## src/rtl/voltage_unscale_pkg.sv

```systemverilog
// Shared definitions for the display-to-ADC-code inverse scaler: widths, state
// encoding and the scale divisor table that the forward scaler also uses.
package voltage_unscale_pkg;

    localparam int IN_W   = 25;
    localparam int CODE_W = 12;
    localparam int FRAC   = 10;
    localparam int NUM_W  = IN_W + FRAC;
    localparam int DEN_W  = 17;
    localparam int ITER_W = 6;

    localparam logic [CODE_W-1:0] CODE_MAX = 12'd4095;

    typedef enum logic [1:0] {
        IDLE = 2'd0,
        DIV  = 2'd1,
        FIN  = 2'd2
    } unscale_state_t;

    // Display units per ADC full-scale step; indices 5..7 alias the finest range.
    function automatic logic [DEN_W-1:0] k_lookup(input logic [2:0] scale);
        logic [DEN_W-1:0] k;
        case (scale)
            3'd0, 3'd1: k = 17'd100000;
            3'd2:       k = 17'd10000;
            3'd3:       k = 17'd1000;
            default:    k = 17'd100;
        endcase
        return k;
    endfunction

endpackage

```

## src/rtl/voltage_unscale_if.sv

```systemverilog
// Request/response bundle between the trigger-setting logic and the inverse scaler.
interface voltage_unscale_if;
    import voltage_unscale_pkg::*;

    logic              start;
    logic [IN_W-1:0]   val_in;
    logic [2:0]        scale;
    logic              busy;
    logic              done;
    logic [CODE_W-1:0] code_out;
    logic              sat;

    modport master (
        output start, val_in, scale,
        input  busy, done, code_out, sat
    );

    modport slave (
        input  start, val_in, scale,
        output busy, done, code_out, sat
    );

endinterface

```

## src/rtl/voltage_unscale_serial_divider.sv

```systemverilog
// Unsigned restoring divider, one quotient bit per clock, MSB first.
// done is high during the cycle whose closing edge produces the last quotient bit.
module voltage_unscale_serial_divider
    import voltage_unscale_pkg::*;
(
    input  logic             CLK,
    input  logic             RST_N,
    input  logic             start,
    input  logic [NUM_W-1:0] num,
    input  logic [DEN_W-1:0] den,
    output logic             done,
    output logic [NUM_W-1:0] quo
);

    logic [NUM_W-1:0]  num_q;
    logic [DEN_W-1:0]  den_q;
    logic [DEN_W-1:0]  rem_q;
    logic [ITER_W-1:0] iter_q;
    logic              active_q;
    logic [NUM_W-1:0]  quo_q;

    // One extra trial bit: the remainder can reach 99999 and must not wrap when doubled.
    logic [DEN_W:0] trial;
    logic [DEN_W:0] diff;
    logic           take;

    assign trial = {rem_q, num_q[NUM_W-1]};
    assign diff  = trial - {1'b0, den_q};
    assign take  = (trial >= {1'b0, den_q});
    assign done  = active_q && (iter_q == '0);
    assign quo   = quo_q;

    always_ff @(posedge CLK) begin
        if (!RST_N) begin
            num_q    <= '0;
            den_q    <= '0;
            rem_q    <= '0;
            iter_q   <= '0;
            active_q <= 1'b0;
            quo_q    <= '0;
        end else if (start && !active_q) begin
            num_q    <= num;
            den_q    <= den;
            rem_q    <= '0;
            quo_q    <= '0;
            iter_q   <= ITER_W'(NUM_W - 1);
            active_q <= 1'b1;
        end else if (active_q) begin
            num_q <= {num_q[NUM_W-2:0], 1'b0};
            rem_q <= take ? diff[DEN_W-1:0] : trial[DEN_W-1:0];
            quo_q <= {quo_q[NUM_W-2:0], take};
            if (iter_q == '0) begin
                active_q <= 1'b0;
            end else begin
                iter_q <= iter_q - 1'b1;
            end
        end
    end

endmodule

```

## src/rtl/voltage_unscale.sv

```systemverilog
// Converts a display-unit value back to a 12-bit ADC code: floor(val*1024/K(scale)),
// clamped to 4095, computed serially behind a start/busy/done handshake.
module voltage_unscale
    import voltage_unscale_pkg::*;
(
    input  logic               CLK,
    input  logic               RST_N,
    voltage_unscale_if.slave   bus
);

    unscale_state_t state_q, state_d;

    logic              busy_q, busy_d;
    logic              done_q, done_d;
    logic              sat_q,  sat_d;
    logic [CODE_W-1:0] code_q, code_d;

    logic              div_start;
    logic              div_done;
    logic [NUM_W-1:0]  quo;
    logic              ovf;

    assign ovf = |quo[NUM_W-1:CODE_W];

    voltage_unscale_serial_divider u_div (
        .CLK   (CLK),
        .RST_N (RST_N),
        .start (div_start),
        .num   ({bus.val_in, {FRAC{1'b0}}}),
        .den   (k_lookup(bus.scale)),
        .done  (div_done),
        .quo   (quo)
    );

    always_ff @(posedge CLK) begin
        if (!RST_N) begin
            state_q <= IDLE;
            busy_q  <= 1'b0;
            done_q  <= 1'b0;
            sat_q   <= 1'b0;
            code_q  <= '0;
        end else begin
            state_q <= state_d;
            busy_q  <= busy_d;
            done_q  <= done_d;
            sat_q   <= sat_d;
            code_q  <= code_d;
        end
    end

    // Operands are captured by the divider only on the IDLE accept edge.
    always_comb begin
        state_d   = state_q;
        busy_d    = busy_q;
        done_d    = 1'b0;
        sat_d     = sat_q;
        code_d    = code_q;
        div_start = 1'b0;
        case (state_q)
            IDLE: begin
                if (bus.start) begin
                    div_start = 1'b1;
                    busy_d    = 1'b1;
                    state_d   = DIV;
                end
            end
            DIV: begin
                if (div_done) begin
                    state_d = FIN;
                end
            end
            FIN: begin
                code_d  = ovf ? CODE_MAX : quo[CODE_W-1:0];
                sat_d   = ovf;
                done_d  = 1'b1;
                busy_d  = 1'b0;
                state_d = IDLE;
            end
            default: begin
                busy_d  = 1'b0;
                state_d = IDLE;
            end
        endcase
    end

    assign bus.busy     = busy_q;
    assign bus.done     = done_q;
    assign bus.sat      = sat_q;
    assign bus.code_out = code_q;

endmodule

```

## src/flat_wrapper.sv

```systemverilog
// flat-port wrapper written by rule: the top's interface ports become plain ports
module voltage_unscale_flat import voltage_unscale_pkg::*;
  (CLK, RST_N, bus_start, bus_val_in, bus_scale, bus_busy, bus_done, bus_code_out, bus_sat);
  voltage_unscale_if bus_i ();
  input  logic CLK;
  input  logic RST_N;
  input wire logic [$bits(bus_i.start)-1:0] bus_start;
  input wire logic [$bits(bus_i.val_in)-1:0] bus_val_in;
  input wire logic [$bits(bus_i.scale)-1:0] bus_scale;
  output wire logic [$bits(bus_i.busy)-1:0] bus_busy;
  output wire logic [$bits(bus_i.done)-1:0] bus_done;
  output wire logic [$bits(bus_i.code_out)-1:0] bus_code_out;
  output wire logic [$bits(bus_i.sat)-1:0] bus_sat;
  assign bus_i.start = bus_start;
  assign bus_i.val_in = bus_val_in;
  assign bus_i.scale = bus_scale;
  assign bus_busy = bus_i.busy;
  assign bus_done = bus_i.done;
  assign bus_code_out = bus_i.code_out;
  assign bus_sat = bus_i.sat;
  voltage_unscale u_core (.CLK(CLK), .RST_N(RST_N), .bus(bus_i));
endmodule
```

## config.mk

```make
export PLATFORM = sky130hd
export DESIGN_NAME = voltage_unscale_flat
export DESIGN_NICKNAME = d
export VERILOG_FILES = /design/src/rtl/voltage_unscale_pkg.sv /design/src/rtl/voltage_unscale_if.sv /design/src/rtl/voltage_unscale_serial_divider.sv /design/src/rtl/voltage_unscale.sv /design/src/flat_wrapper.sv
export SDC_FILE = /design/constraint.sdc
export NUM_CORES = 1
export LEC_CHECK = 0
export ABC_CLOCK_PERIOD_IN_PS = 4700
export CORE_MARGIN = 2
export CORE_UTILIZATION = 35
export DETAILED_ROUTE_END_ITERATION = 6
export PLACE_DENSITY = 0.53
export SLEW_MARGIN = 0
export SYNTH_ARGS = -nofsm -noshare
export SYNTH_HDL_FRONTEND = slang
export SYNTH_SLANG_ARGS = --single-unit
```

## constraint.sdc

```tcl
create_clock -name CLK -period 4.7 [get_ports CLK]
set_input_delay 0.94 -clock CLK [delete_from_list [all_inputs] [get_ports CLK]]
set_output_delay 0.94 -clock CLK [all_outputs]
set_load 0.02 [all_outputs]
```

* Yosys cells after proc, flatten, opt, wreduce, memory -nomap -nowiden
Cells that the tools add are included.
** Cells by class
- Reductions and logical operators :: 14
- Order comparisons :: 1
- Equality and inequality tests :: 8
- Add/subtract/negate cells :: 2
- Multiplexer cells :: 19
- Bitwise operators :: 3
** Operators with widths (count)
- 35-bit two-way mux :: 2
- 17-bit one-hot mux with 3 select lines :: 1
- 23-bit OR reduction :: 1
- 18-bit by 17-bit >= comparator with 1-bit output :: 1
- 6-bit two-way mux :: 3
- 17-bit two-way mux :: 1
- 17-bit subtractor :: 1
- 12-bit two-way mux :: 1
- 2-bit AND reduction :: 4
- 1-bit two-way mux :: 7
- 3-bit by 2-bit == test with 1-bit output (second input constant) :: 2
- 6-bit logical NOT :: 1
- 6-bit by 1-bit subtractor with 6-bit output (second input constant) :: 1
- 2-bit two-way mux :: 2
- 2-bit by 1-bit != test with 1-bit output (second input constant) :: 2
- 2-bit one-hot mux with 2 select lines :: 1
- 2-bit OR reduction :: 2
- 3-bit by 1-bit == test with 1-bit output (second input constant) :: 1
- 3-bit logical NOT :: 1
- 1-bit inverter :: 3
- 2-bit by 1-bit == test with 1-bit output (second input constant) :: 1
- 2-bit == test (second input constant) :: 1
- 1-bit logical AND :: 2
- 2-bit logical NOT :: 1
- other kinds (4) :: 4
** Word-level totals
- Word-level logic and storage cells :: 59
- Output and inout bits :: 15
- Register bits :: 118
- Input bits :: 31

* Depth between registers and ports, before layout
Gate-level depths: netlist of the first run.
- Depth after elaboration :: 5
- Gate-level depth with buffers :: 11
- Mapped depth without buffers :: 10

* Cells and area by module
From an unflattened synthesis of the first run, not the netlist that was laid out.
** Unflattened totals
- Cell total of the unflattened synthesis :: 750
- Area, all modules :: 6423.7 um^2
** By module, submodules not included
- voltage_unscale_serial_divider :: cells each 660, instances 1, area each 5644.2 um^2, sequential area each 2222.1 um^2
- voltage_unscale :: cells each 90, instances 1, area each 779.5 um^2, sequential area each 340.3 um^2

* Worst setup path after synthesis of the first run
OpenSTA, ideal clock, no wires.
- Path type :: input to register
- Start point :: input bus_start
- End point :: register u_core.u_div.num_q[17]
- Setup time :: 0.128 ns
- Setup slack :: 2.424 ns
- Arrival :: 2.148 ns
- Cell stages on the path :: 7
- Path through :: nor3b_1 -> buf_2 -> buf_2 -> mux2i_1 -> nor2_1 -> a21oi_1 -> nor2_1
** Between the ends
- Cells in the longest elaborated chain, start to end :: 4
** Ends and longest elaborated chain
- start: declaration :: RTL line flat_wrapper.sv:7 : input wire logic [$bits(bus_i.start)-1:0] bus_start;
- 1-bit two-way mux * :: RTL line voltage_unscale.sv:61 : if (bus.start) begin
- 1-bit two-way mux * :: RTL line voltage_unscale.sv:59 : case (state_q)
- 1-bit logical AND * :: RTL line voltage_unscale_serial_divider.sv:41 : end else if (start && !active_q) begin
- 35-bit two-way mux or 2-bit nonzero test (tied branches)
- end signal: assignment :: RTL line voltage_unscale_serial_divider.sv:42 : num_q <= num;
- end signal: assignment :: RTL line voltage_unscale_serial_divider.sv:49 : num_q <= {num_q[NUM_W-2:0], 1'b0};
- end: declaration :: RTL line voltage_unscale_serial_divider.sv:15 : logic [NUM_W-1:0] num_q;
Every way passes the cells marked *; elsewhere a longest branch is shown, timed or not.
A chain may end at the register's enable or synchronous reset.

* Worst setup path after layout of the first run
- Start point :: register u_core.u_div.rem_q[1]
- End point :: register u_core.u_div.rem_q[15]
** Between the ends
- Cells in the longest elaborated chain, start to end :: 2
** Ends and longest elaborated chain
- start: declaration :: RTL line voltage_unscale_serial_divider.sv:17 : logic [DEN_W-1:0] rem_q;
- start signal: assignment :: RTL line voltage_unscale_serial_divider.sv:50 : rem_q <= take ? diff[DEN_W-1:0] : trial[DEN_W-1:0];
- 17-bit subtractor or 18-bit by 17-bit >= comparator with 1-bit output (tied branches) :: RTL line voltage_unscale_serial_divider.sv:28, voltage_unscale_serial_divider.sv:29
- 17-bit two-way mux * :: RTL line voltage_unscale_serial_divider.sv:50
Marked as above.

==> out/qor.csv, run 1 <==
stage;metric;value;unit
critical_path;crit-path max FO;13;
die;core box area;14000;sq um
sta;RSZ-0062 raised after global routing;no;
critical_path;Startpoint Class;flip-flop;
sta;setup TNS;0;ps
clocking;TritonCTS buffer count;9;
sta;Setup Skew;8.36;ps
synthesis;share of the synthesized area in the top cell type;43.8;%
clocking;Clock transition at path regs;70;ps
die;Ports;46;
critical_path;crit path DAT;3130;ps
synthesis;adder-cell share of the synthesized area;3.85;%
drt;antenna-violating nets left;0;
min_path;WHS Path Cells;2;
power;pwr dens;423;nW/um^2
clocking;H-tree depth;3;
clocking;Setup Fix Bufs, Post-CTS;0;
die;die area;15500;sq um
die;Site Rows;43;
drt;Routed WL;10700;um
place;DP HPWL;7190;um
sta;f_max;0.347;GHz
sta;final setup violation count;0;
status;run status;completed;
global_route;total congestion overflow;0;
clocking;CTS tree;built;
synthesis;post-synthesis register bit count;111;
final_layout;area delta synth->final;17.4;%
die;Starting Density;36.2;%
global_route;Tot GR Track Use;14.3;%
final_layout;Layout Nets;647;
die;width of the chip;124;um
drt;max layer used;met4;
synthesis;mux contribution to synthesized area;12.3;%
drt;metal2 WL;4950;um
place;placed cell area;5650;sq um
synthesis;Syn Nets;622;
clocking;clock insertion delay at the later pin of the skew report;350;ps
sta;Slew Viols, Final;0;
critical_path;CP endpoint kind;flip-flop;
drt;drt first pass iters;6;
clocking;CTS root buffer;clkbuf_16;
min_path;worst hold path type;flip-flop to flip-flop;
synthesis;Syn. warnings;0;
clocking;buffer depth of the longest clock path;2;
sta;final hold viol count;0;
critical_path;CP Data Required Time;4950;ps
synthesis;main combinational cell family by area after synthesis;simple AND/OR/NAND/NOR gates;
final_layout;Finished Cell Area;5950;sq um
die;Die H;124;um
final_layout;commonest non-fill, non-tap cell in the layout;nor2_1;
power;Pleak;2.26;nW
synthesis;Main synth FF type;dfxtp_1;
synthesis;Synth area leader;dfxtp_1;
drt;number of DRC markers in iteration 0;239;
sta;Slew @ Worst Pin;1020;ps
place;port bufs;45;
drt;residual DRC count;0;
synthesis;xor-xnor portion of the synthesized cell area;2.07;%
synthesis;Syn Area/Cell;8.80;sq um
drt;routed via count;4069;
power;Final Power;2.52;mW
clocking;CTS Hold Bufs;0;
critical_path;flop-to-flop setup slack;1820;ps
synthesis;Netlist cell types;52;
drt;M1 WL;5110;um
drt;met3 wire len;530;um
synthesis;Post-synth EDFFs;0;
global_route;global-route wire length before repair;18500;um
synthesis;synth top area cells;dfxtp_1 44%, mux2i_1 12%, nor2_1 8.2%, a21oi_1 4.3%, ha_1 3.5%;
final_layout;most frequent cells in the layout;111 x nor2_1, 110 x dfxtp_1, 61 x mux2i_1, 45 x clkdlybuf4s50_1, 44 x a21oi_1;
final_layout;Antenna Cells;0;
global_route;initial antenna violation count;0;
sta;Final period util;61.3;%
flow_run;max cap viols;0;
sta;max_slew headroom;31.4;%
final_layout;FILL cells;1435;
critical_path;path depth of the worst reg2reg path;10;
sta;min Tclk post-route;2880;ps
final_layout;layout cells sized above 1;6.78;%
synthesis;Synth Area in Simple Gates;18.2;%
synthesis;FFs w/ async S/R, synth;0;%
power;Max IR drop VDD;229;uV
synthesis;Netlist Area Pre-Place;5070;sq um
critical_path;Setup Crit Path Kind;flip-flop to flip-flop;
drt;Routed wire per std cell;13.6;um
clocking;TritonCTS Sinks;111;
drt;vias per cell;5.18;
global_route;vias in the first global route;3973;
synthesis;Cells after Synth;576;
synthesis;Seq/Total Area, Yosys;43.8;%
clocking;Post-CTS Resized;0;
synthesis;Synth Area in Compound Gates;15.5;%
place;routability cong.;0.818;
global_route;largest net degree at the start of global routing;77;
-- flip-flops by register name, summed over array words and instances, names as in the netlist --
signal and cells:
u_core.bus.code_out 12, u_core.bus.busy 1, u_core.u_div.den_q 10, u_core.u_div.num_q 25
u_core.u_div.quo 35, u_core.state_q 2, u_core.bus.done 1, u_core.u_div.iter_q 6
u_core.u_div.rem_q 17, u_core.u_div.active_q 1, u_core.bus.sat 1
-- path summary, 6_finish.rpt --
kind,from,endpoint
worst min-delay path,u_core.u_div.den_q[3]$_SDFFE_PN0P_,u_core.u_div.den_q[3]$_SDFFE_PN0P_
worst min register to register,u_core.u_div.den_q[3]$_SDFFE_PN0P_,u_core.u_div.den_q[3]$_SDFFE_PN0P_
worst max register to register,u_core.u_div.rem_q[1]$_SDFFE_PP0P_,u_core.u_div.rem_q[15]$_SDFFE_PP0P_
worst max-delay path,u_core.u_div.rem_q[1]$_SDFFE_PP0P_,u_core.u_div.rem_q[15]$_SDFFE_PP0P_
-- synthesized netlist by cell type (2+ instances only) --
cell / number
dfxtp_1: 111
nor2_1: 111
mux2i_1: 61
a21oi_1: 44
nand2_1: 29
clkbuf_1: 27
inv_1: 19
o21ai_0: 17
ha_1: 14
a31oi_1: 12
nand3_1: 12
o221a_2: 12
nor3_1: 10
a211oi_1: 9
nand4_1: 6
nor4_1: 6
xnor2_1: 6
xor2_1: 6
buf_2: 5
nor2b_1: 5
nor3b_1: 4
and3_1: 3
buf_1: 3
nand2b_1: 3
nand3b_1: 3
o211ai_1: 3
or3_1: 3
a211o_1: 2
a21o_1: 2
o21bai_1: 2
o221ai_1: 2
o31a_1: 2
o31ai_1: 2
or2_2: 2
-- worst max-delay path, cell delays in order (launching register included) --
cell      delay (ps)
dfxtp_1          350
inv_1             50
ha_1             180
inv_1             70
fa_1             230
a211oi_1         130
o21ai_2          280
a41oi_2          170
o21ai_1          820
o21ai_0          240
a31o_2           250
-- through the flow --
| step | setup WS [ps] | std cells | hold WS (ps) | utilization [%] |
|---|---|---|---|---|
| 2_1_floorplan | 2420 | 576 | 432 | - |
| 3_3_place_gp | 1740 | 770 | 445 | 40.4 |
| 3_5_place_dp | 1690 | 770 | 453 | 40.4 |
| 4_1_cts | 1800 | 785 | 462 | 42.6 |
| 5_1_grt | 1520 | 785 | 473 | 42.6 |
| 6_report | 1820 | 785 | 463 | 42.6 |
-- kinds of logic after synthesis --
group / after synthesis
flip-flops: 111
adder cells (fa/ha/maj): 15
AO/OA/AOI/OAI: 118
buffers and inverters: 55
multiplexers: 62
AND/OR/NAND/NOR: 203
XOR/XNOR: 12
-- metal layers --
layer | up-vias | track usage [%]
met5 | - | 0
met4 | 0 | 4.69
met3 | 9 | 4.60
met2 | 73 | 23.8
met1 | 1897 | 17.5
li1 | 2090 | -
-- where the power goes --
part,leakage [nW],switching (mW),internal [mW]
clock,0.148,0.344,0.441
combinational,1.21,0.390,0.280
sequential,0.903,0.0665,0.997
total,2.26,0.800,1.72
-- final cells by class --
type | instances | area (sq um) | area share [%]
clock inverters | 4 | 55.1 | 0.925
inverters | 19 | 71.3 | 1.20
flip-flops and latches | 111 | 2230 | 37.4
repair buffers | 50 | 488 | 8.20
multi-input cells | 410 | 2640 | 44.3
clock buffers | 11 | 253 | 4.24
well taps | 180 | 225 | 3.78
Power figures use the tool's default switching activity.
==> run 2, diff against run 1 <==
--- a/config.mk
+++ b/config.mk
@@ -5,11 +5,11 @@
 export SDC_FILE = /design/constraint.sdc
 export NUM_CORES = 1
 export LEC_CHECK = 0
-export ABC_CLOCK_PERIOD_IN_PS = 4700
+export ABC_CLOCK_PERIOD_IN_PS = 2500
 export CORE_MARGIN = 2
 export CORE_UTILIZATION = 35
 export DETAILED_ROUTE_END_ITERATION = 6
-export PLACE_DENSITY = 0.53
+export PLACE_DENSITY = 0.55
 export SLEW_MARGIN = 0
 export SYNTH_ARGS = -nofsm -noshare
 export SYNTH_HDL_FRONTEND = slang
==> constraint.sdc (replaced) <==
create_clock -name CLK -period 2.5 [get_ports CLK]
set_input_delay 0.5 -clock CLK [delete_from_list [all_inputs] [get_ports CLK]]
set_output_delay 0.5 -clock CLK [all_outputs]
set_load 0.02 [all_outputs]
==> out/qor.csv, run 2 (synthesis results as in run 1) <==
stage;metric;value;unit
clocking;H-tree depth;3;
global_route;largest net degree at the start of global routing;50;
sta;Setup Skew;8.04;ps
global_route;vias in the first global route;3986;
final_layout;area delta synth->final;20.7;%
critical_path;crit path DAT;2570;ps
drt;routed via count;4031;
critical_path;path depth of the worst reg2reg path;10;
die;Starting Density;36.2;%
die;die area;15500;sq um
sta;Final period util;93.9;%
drt;antenna-violating nets left;0;
min_path;Hold Startpoint;u_core.u_div.den_q[3]$_SDFFE_PN0P_;
sta;Slew @ Worst Pin;585;ps
power;Pleak;2.34;nW
final_layout;FILL cells;1362;
critical_path;r2r startpoint;u_core.u_div.den_q[15]$_SDFFE_PN0P_;
global_route;initial antenna violation count;0;
sta;final setup violation count;0;
sta;Final WS setup;153;ps
power;Final Power;4.92;mW
die;Site Rows;43;
critical_path;CP Data Required Time;2720;ps
status;run status;completed;
global_route;total congestion overflow;0;
clocking;CTS root buffer;clkbuf_16;
die;width of the chip;124;um
final_layout;max reg flops;35;
drt;drt first pass iters;7;
sta;f_max;0.426;GHz
final_layout;Antenna Cells;0;
clocking;TritonCTS Sinks;111;
global_route;global-route wire length before repair;18800;um
final_layout;layout cells sized above 1;9.52;%
sta;max_slew headroom;60.9;%
drt;number of DRC markers in iteration 0;149;
power;pwr dens;804;nW/um^2
place;routability cong.;0.825;
place;DP HPWL;7530;um
critical_path;Setup Crit Path Kind;flip-flop to flip-flop;
global_route;Tot GR Track Use;14.5;%
clocking;CTS tree;built;
final_layout;commonest non-fill, non-tap cell in the layout;nor2_1;
sta;Slew Viols, Final;0;
clocking;Clock transition at path regs;80;ps
drt;residual DRC count;0;
flow_run;max cap viols;0;
sta;final hold viol count;0;
critical_path;CP endpoint kind;flip-flop;
die;core box area;14000;sq um
critical_path;Worst Setup SP;u_core.u_div.den_q[15]$_SDFFE_PN0P_;
die;Ports;46;
drt;vias per cell;5.04;
place;dpl ws;35.4;ps
drt;Routed WL;11000;um
sta;RSZ-0062 raised after global routing;yes;
clocking;buffer depth of the longest clock path;2;
drt;Routed wire per std cell;13.7;um
critical_path;Startpoint Class;flip-flop;
final_layout;most frequent cells in the layout;111 x nor2_1, 110 x dfxtp_1, 61 x mux2i_1, 45 x clkdlybuf4s50_1, 44 x a21oi_1;
critical_path;flop-to-flop setup slack;150;ps
power;Max IR drop VDD;496;uV
critical_path;Worst setup endpoint;u_core.u_div.rem_q[6]$_SDFFE_PP0P_;
final_layout;Layout Nets;661;
sta;min Tclk post-route;2350;ps
critical_path;end of the worst register-to-register path;u_core.u_div.rem_q[6]$_SDFFE_PP0P_;
die;Die H;124;um
clocking;clock insertion delay at the later pin of the skew report;360;ps
min_path;worst hold path type;flip-flop to flip-flop;
place;port bufs;45;
critical_path;crit-path max FO;8;
clocking;Setup Fix Bufs, Post-CTS;0;
clocking;TritonCTS buffer count;9;
-- run 2: per-layer routing --
layer	GRT usage, %	part of all wire, %
met3	4.42	4.7
met2	22.9	44
met4	4.03	1.1
met1	19.1	50
met5	0	0
-- run 2: cell type report --
class,count,area (sq um),share of cell area (%)
Sequential cell,111,2230,36.4
Clock inverter,7,98.8,1.62
Multi-Input combinational cell,411,2660,43.5
Clock buffer,9,225,3.68
Inverter,19,71.3,1.17
Tap cell,180,225,3.68
Timing Repair Buffer,63,611,9.98
-- run 2: repair_timing --
item | in CTS | in global routing
resized for setup | 0 | 4
endpoints found under the setup margin | 0 | 16
hold buffers | 0 | 0
-- run 2: worst min-delay path by stage --
stage | endpoint | slack, ps | cells past startpoint
6_report | u_core.u_div.den_q[3]$_SDFFE_PN0P_ | 460 | 2
5_1_grt | u_core.u_div.den_q[2]$_SDFFE_PN0P_ | 490 | 2
4_1_cts | u_core.u_div.den_q[3]$_SDFFE_PN0P_ | 470 | 2
3_5_place_dp | u_core.u_div.den_q[2]$_SDFFE_PN0P_ | 450 | 2
3_3_place_gp | u_core.u_div.den_q[3]$_SDFFE_PN0P_ | 450 | 2
2_1_floorplan | u_core.u_div.den_q[3]$_SDFFE_PN0P_ | 430 | 2
-- run 2: worst max-delay path, stage by stage, from the launching register on --
cell      delay (ps)
dfxtp_1          340
inv_1             80
ha_1             330
buf_4            170
a21o_1           180
a211oi_1         290
o31a_1           340
o21ai_2          150
buf_4            190
nand2_1           70
a31oi_1           80
-- run 2: per-stage QoR --
step	hold slack, ps	instances	setup TNS (ps)	instance area [sq um]	util [%]
detailed placement	455	783	0	5770	41.2
floorplan	432	576	0	5070	-
global route	488	800	-22.0	6120	43.7
finish	457	800	0	6120	43.7
global placement	446	783	0	5770	41.2
CTS	465	799	0	6090	43.6
-- run 2: power breakdown --
| part | switching, mW | leakage [nW] | internal, mW | total (mW) |
|---|---|---|---|---|
| Sequential | 0.0926 | 0.903 | 1.87 | 1.97 |
| Clock | 0.721 | 0.154 | 0.808 | 1.53 |
| Combinational | 0.810 | 1.29 | 0.619 | 1.43 |
